**src/rtl/fb_cmd_parser.sv**
```systemverilog
// Packet command parser feeding the frame-buffer write port: streamed data with
// auto-increment, address set, and run-length fill with decoder back-pressure.
module fb_cmd_parser #(
  parameter int unsigned ADDR_W    = 16,
  parameter logic [7:0]  MODE_DATA = 8'h01,
  parameter logic [7:0]  MODE_ADDR = 8'h02,
  parameter logic [7:0]  MODE_FILL = 8'h03
) (
  input  logic              clk,
  input  logic              rst,
  input  logic              sync,
  input  logic              in_valid,
  input  logic [7:0]        in_data,
  output logic              in_ready,
  output logic              wr_en,
  output logic [ADDR_W-1:0] wr_addr,
  output logic [7:0]        wr_data,
  output logic              busy,
  output logic              err
);

  typedef enum logic [3:0] {
    S_MODE, S_DATA, S_ADDR_LO, S_ADDR_HI,
    S_FILL_CLO, S_FILL_CHI, S_FILL_VAL, S_FILL_RUN, S_SKIP
  } state_t;

  state_t              state_q, state_d;
  logic [ADDR_W-1:0]   ptr_q, ptr_d;
  logic [ADDR_W-1:0]   cnt_q, cnt_d;
  logic [7:0]          addr_lo_q, addr_lo_d;
  logic [7:0]          val_q, val_d;
  logic                wr_en_q, wr_en_d;
  logic [ADDR_W-1:0]   wr_addr_q, wr_addr_d;
  logic [7:0]          wr_data_q, wr_data_d;
  logic                busy_q, busy_d;
  logic                err_q, err_d;
  logic                accept_s;

  assign in_ready = rst && !sync && (state_q != S_FILL_RUN);
  assign accept_s = in_valid && in_ready;

  assign wr_en   = wr_en_q;
  assign wr_addr = wr_addr_q;
  assign wr_data = wr_data_q;
  assign busy    = busy_q;
  assign err     = err_q;

  // Next-state and write-port decode; the first fill write is issued with the value byte.
  always_comb begin
    state_d   = state_q;
    ptr_d     = ptr_q;
    cnt_d     = cnt_q;
    addr_lo_d = addr_lo_q;
    val_d     = val_q;
    wr_en_d   = 1'b0;
    wr_addr_d = wr_addr_q;
    wr_data_d = wr_data_q;
    err_d     = err_q;
    if (sync) begin
      state_d = S_MODE;
    end else if (state_q == S_FILL_RUN) begin
      // cnt_q holds the writes still to issue after the one currently on the port
      if (cnt_q != {ADDR_W{1'b0}}) begin
        wr_en_d   = 1'b1;
        wr_addr_d = ptr_q;
        wr_data_d = val_q;
        ptr_d     = ptr_q + ADDR_W'(1);
        cnt_d     = cnt_q - ADDR_W'(1);
      end else begin
        state_d = S_MODE;
      end
    end else if (accept_s) begin
      case (state_q)
        S_MODE: begin
          case (in_data)
            MODE_DATA: state_d = S_DATA;
            MODE_ADDR: state_d = S_ADDR_LO;
            MODE_FILL: state_d = S_FILL_CLO;
            default: begin
              state_d = S_SKIP;
              err_d   = 1'b1;
            end
          endcase
        end
        S_DATA: begin
          wr_en_d   = 1'b1;
          wr_addr_d = ptr_q;
          wr_data_d = in_data;
          ptr_d     = ptr_q + ADDR_W'(1);
        end
        S_ADDR_LO: begin
          addr_lo_d = in_data;
          state_d   = S_ADDR_HI;
        end
        S_ADDR_HI: begin
          ptr_d   = ADDR_W'({in_data, addr_lo_q});
          state_d = S_ADDR_LO;
        end
        S_FILL_CLO: begin
          cnt_d   = ADDR_W'(in_data);
          state_d = S_FILL_CHI;
        end
        S_FILL_CHI: begin
          cnt_d   = ADDR_W'({in_data, cnt_q[7:0]});
          state_d = S_FILL_VAL;
        end
        S_FILL_VAL: begin
          val_d = in_data;
          if (cnt_q == {ADDR_W{1'b0}}) begin
            state_d = S_MODE;
          end else begin
            wr_en_d   = 1'b1;
            wr_addr_d = ptr_q;
            wr_data_d = in_data;
            ptr_d     = ptr_q + ADDR_W'(1);
            cnt_d     = cnt_q - ADDR_W'(1);
            state_d   = S_FILL_RUN;
          end
        end
        S_SKIP:  state_d = S_SKIP;
        default: state_d = S_MODE;
      endcase
    end else begin
      state_d = state_q;
    end
    busy_d = (state_d == S_FILL_RUN);
  end

  // State and output registers with synchronous active-low reset.
  always_ff @(posedge clk) begin
    if (!rst) begin
      state_q   <= S_MODE;
      ptr_q     <= {ADDR_W{1'b0}};
      cnt_q     <= {ADDR_W{1'b0}};
      addr_lo_q <= 8'h00;
      val_q     <= 8'h00;
      wr_en_q   <= 1'b0;
      wr_addr_q <= {ADDR_W{1'b0}};
      wr_data_q <= 8'h00;
      busy_q    <= 1'b0;
      err_q     <= 1'b0;
    end else begin
      state_q   <= state_d;
      ptr_q     <= ptr_d;
      cnt_q     <= cnt_d;
      addr_lo_q <= addr_lo_d;
      val_q     <= val_d;
      wr_en_q   <= wr_en_d;
      wr_addr_q <= wr_addr_d;
      wr_data_q <= wr_data_d;
      busy_q    <= busy_d;
      err_q     <= err_d;
    end
  end

endmodule

```
**config.mk**
```make
export PLATFORM = sky130hd
export DESIGN_NAME = fb_cmd_parser
export DESIGN_NICKNAME = d
export VERILOG_FILES = /design/src/rtl/fb_cmd_parser.sv
export SDC_FILE = /design/constraint.sdc
export NUM_CORES = 1
export LEC_CHECK = 0
export ABC_AREA = 1
export CAP_MARGIN = 20
export CELL_PAD_IN_SITES_DETAIL_PLACEMENT = 1
export CELL_PAD_IN_SITES_GLOBAL_PLACEMENT = 1
export CORE_UTILIZATION = 35
export CTS_CLUSTER_DIAMETER = 40
export DETAILED_ROUTE_END_ITERATION = 16
export PLACE_DENSITY = 0.82
export RECOVER_POWER = 25
export SLEW_MARGIN = 20
export SYNTH_ARGS = -nofsm -noshare
export SYNTH_HDL_FRONTEND = slang
export SYNTH_SLANG_ARGS = --single-unit
```
**constraint.sdc**
```tcl
create_clock -name clk -period 2.2 [get_ports clk]
set_input_delay 0.66 -clock clk [delete_from_list [all_inputs] [get_ports clk]]
set_output_delay 0.66 -clock clk [all_outputs]
set_load 0.02 [all_outputs]
```
==> results.yml <==
pwr:
  p_total_mw: 3.16
  irDropWorstVdd_v: 0.000354
  total_leakage_power_nw: 2.40
  power-per-cell-area_mw_per_mm2: 574
clocking:
  cts_buffers: 9
  clockRootBuffer: "clkbuf_16"
  cts_buffer_depth: 2
  clock-sinks: 79
  cts_tree: "yes"
  ctsHoldBuffers: 0
  clkTransAtPathRegs_ns: 0.06
  insertion_delay_ns: 0.35
  h-tree-depth: 3
global_route:
  antenna_found_initial: 0
  grt_start_max_net_pins: 60
  grt_pass1_wl_um: 23500
  grt_overflow_total: 0
  grt_usage_pct: 23.4
  grt_pass1_vias: 4918
logic_synthesis:
  synth_top_cell_by_area: "dfxtp_1"
  yosysSeqAreaShare_pct: 36.4
  synthTopCellsByCount: "nand2_1 (167), nor2_1 (103), o21ai_0 (87)"
  ys_types: 34
  synthArstFlopShare_pct: 0
  ys_ff_latch: 79
  yosys.cell_count.top_type: "nand2_1"
  yosys-top-cells-area: "dfxtp_1 (36%), nand2_1 (14%), o21ai_0 (10%)"
  synth_top_area_share_pct: 36.4
  syn_area_per_cell_um2: 6.36
  synthesis.area_mm2: 0.00434
  ys.flop_type: "dfxtp_1"
  synth_cells: 683
  synth_edf_count: 0
  synth_nets: 697
  yosysWarningCount: 0
min_path:
  hold_path_class: "reg2reg"
final_layout:
  diodes: 0
  num-nets-final: 776
  final_util_pct: 45.6
  drive_gt1_share_pct: 11.5
  area_growth_pct: 26.7
route:
  drc: 0
  avgRoutedWirePerCell_um: 15.2
  post_drt_via_cell_ratio: 5.07
  dr_total_vias: 4741
  drt_iter0_drc: 259
  first_pass_iters: 6
  ant_nets: 0
  totalWireLength_um: 14200
run:
  drv_cap: 0
critical_path:
  cp-end-kind: "output pin"
  startpoint_type: "input port"
  required_ns: 1.54
  crit_path_max_fanout: 2
  crit_type: "in2out"
  cp_data_arrival_time_ns: 1.41
floorplan:
  core_mm2: 0.0121
  chipHeight_um: 113
  dieWidth_um: 113
  boundaryPins: 40
  rows: 40
  start_util_pct: 36.0
  die_area_mm2: 0.0129
timing:
  hold_ws_ns: 0.440
  final.period_utilization_pct: 94.3
  worst_slack_ns: 0.125
  finalHoldViolCount: 0
  max-slew-margin-rel_pct: 65.3
  worstMarginPinSlew_ns: 0.521
  period_minus_slack_ns: 2.07
  fmax_mhz: 482
  slew_violations: 0
  setup_viol_count_final: 0
  fin_skew_ns: 0.00596
  tns_ns: 0
  rsz0062_at_grt: "no"
placement:
  gp_congestion: 0.930
  dpl.hpwl_um: 10800
  io_buffers: 39
  place_ws_ns: -0.586
outcome:
  status: "finished, final reports clean"
## cells in the final DEF, fill, tap and decap left out, types with 7 or more instances in the layout
cell type and n:
inv_2 8, clkbuf_16 9, o21ai_0 88, dlygate4sd3_1 7
buf_4 45, nand3_1 26, inv_1 75, a21oi_1 68
dfxtp_1 79, nor2_1 104, clkdlybuf4s50_1 29, nand2_1 168
## report_power, final
part	internal [mW]	switching, mW	total, mW
logic	0.0882	0.133	0.221
registers	1.44	0.00444	1.44
clock network	0.875	0.621	1.50
## kinds of logic after synthesis
group | Yosys count | synth area share [%]
AO/OA/AOI/OAI | 168 | 20.0
XOR/XNOR | 5 | 1.01
adder cells (fa/ha/maj) | 2 | 0.576
buffers and inverters | 107 | 10.4
flip-flops | 79 | 36.4
AND/OR/NAND/NOR | 322 | 31.6
## per-layer routing
metal  track usage, %  up-vias  part of all wire [%]
met1             29.1     2265                    46
met4             11.1        0                   2.9
met5                0        -                     0
li1                 -     2343                     -
met3             2.87       29                   3.0
met2             40.2      104                    48
## worst max-delay path, stage by stage
cell and delay [ns]:
dlygate4sd2_1 0.34, nand2_1 0.11, inv_1 0.06, nand2_1 0.04
inv_1 0.08, buf_6 0.12
## registers in the layout, summed over array words and instances (netlist names)
register	flops
cnt_q	16
ptr_q	16
wr_addr	16
addr_lo_q	8
val_q	8
wr_data	8
state_q	4
busy	1
err	1
wr_en	1
## final timing paths
check,endpoint,from,cells past startpoint,slack (ns)
setup reg to reg,cnt_q[14],cnt_q[0],10,0.18
hold reg to reg,wr_addr[1],wr_addr[1],2,0.44
hold / removal,wr_addr[1],wr_addr[1],2,0.44
setup / recovery,in_ready,rst,6,0.13
## stage by stage
stage | instances | area (um2)
after floorplan | 683 | 4340
after global placement | 917 | 5210
after detailed placement | 917 | 5210
after CTS | 934 | 5510
after global routing | 935 | 5500
final | 935 | 5500
## layout make-up
cell class	count	area, um2
clock buffers	10	229
clock inverters	6	61.3
fillers	1587	6560
inverters	86	324
multi-input cells	497	2300
flip-flops and latches	79	1580
well taps	168	210
repair buffers	89	798
## repair_timing
item                                    CTS  global route
endpoints found under the setup margin    1             7
pin swaps                                 0             1
cloned                                    0             0
buffers inserted                          1             1
resized for setup                         6             2
No activity file was read; power rests on OpenSTA's default activity.
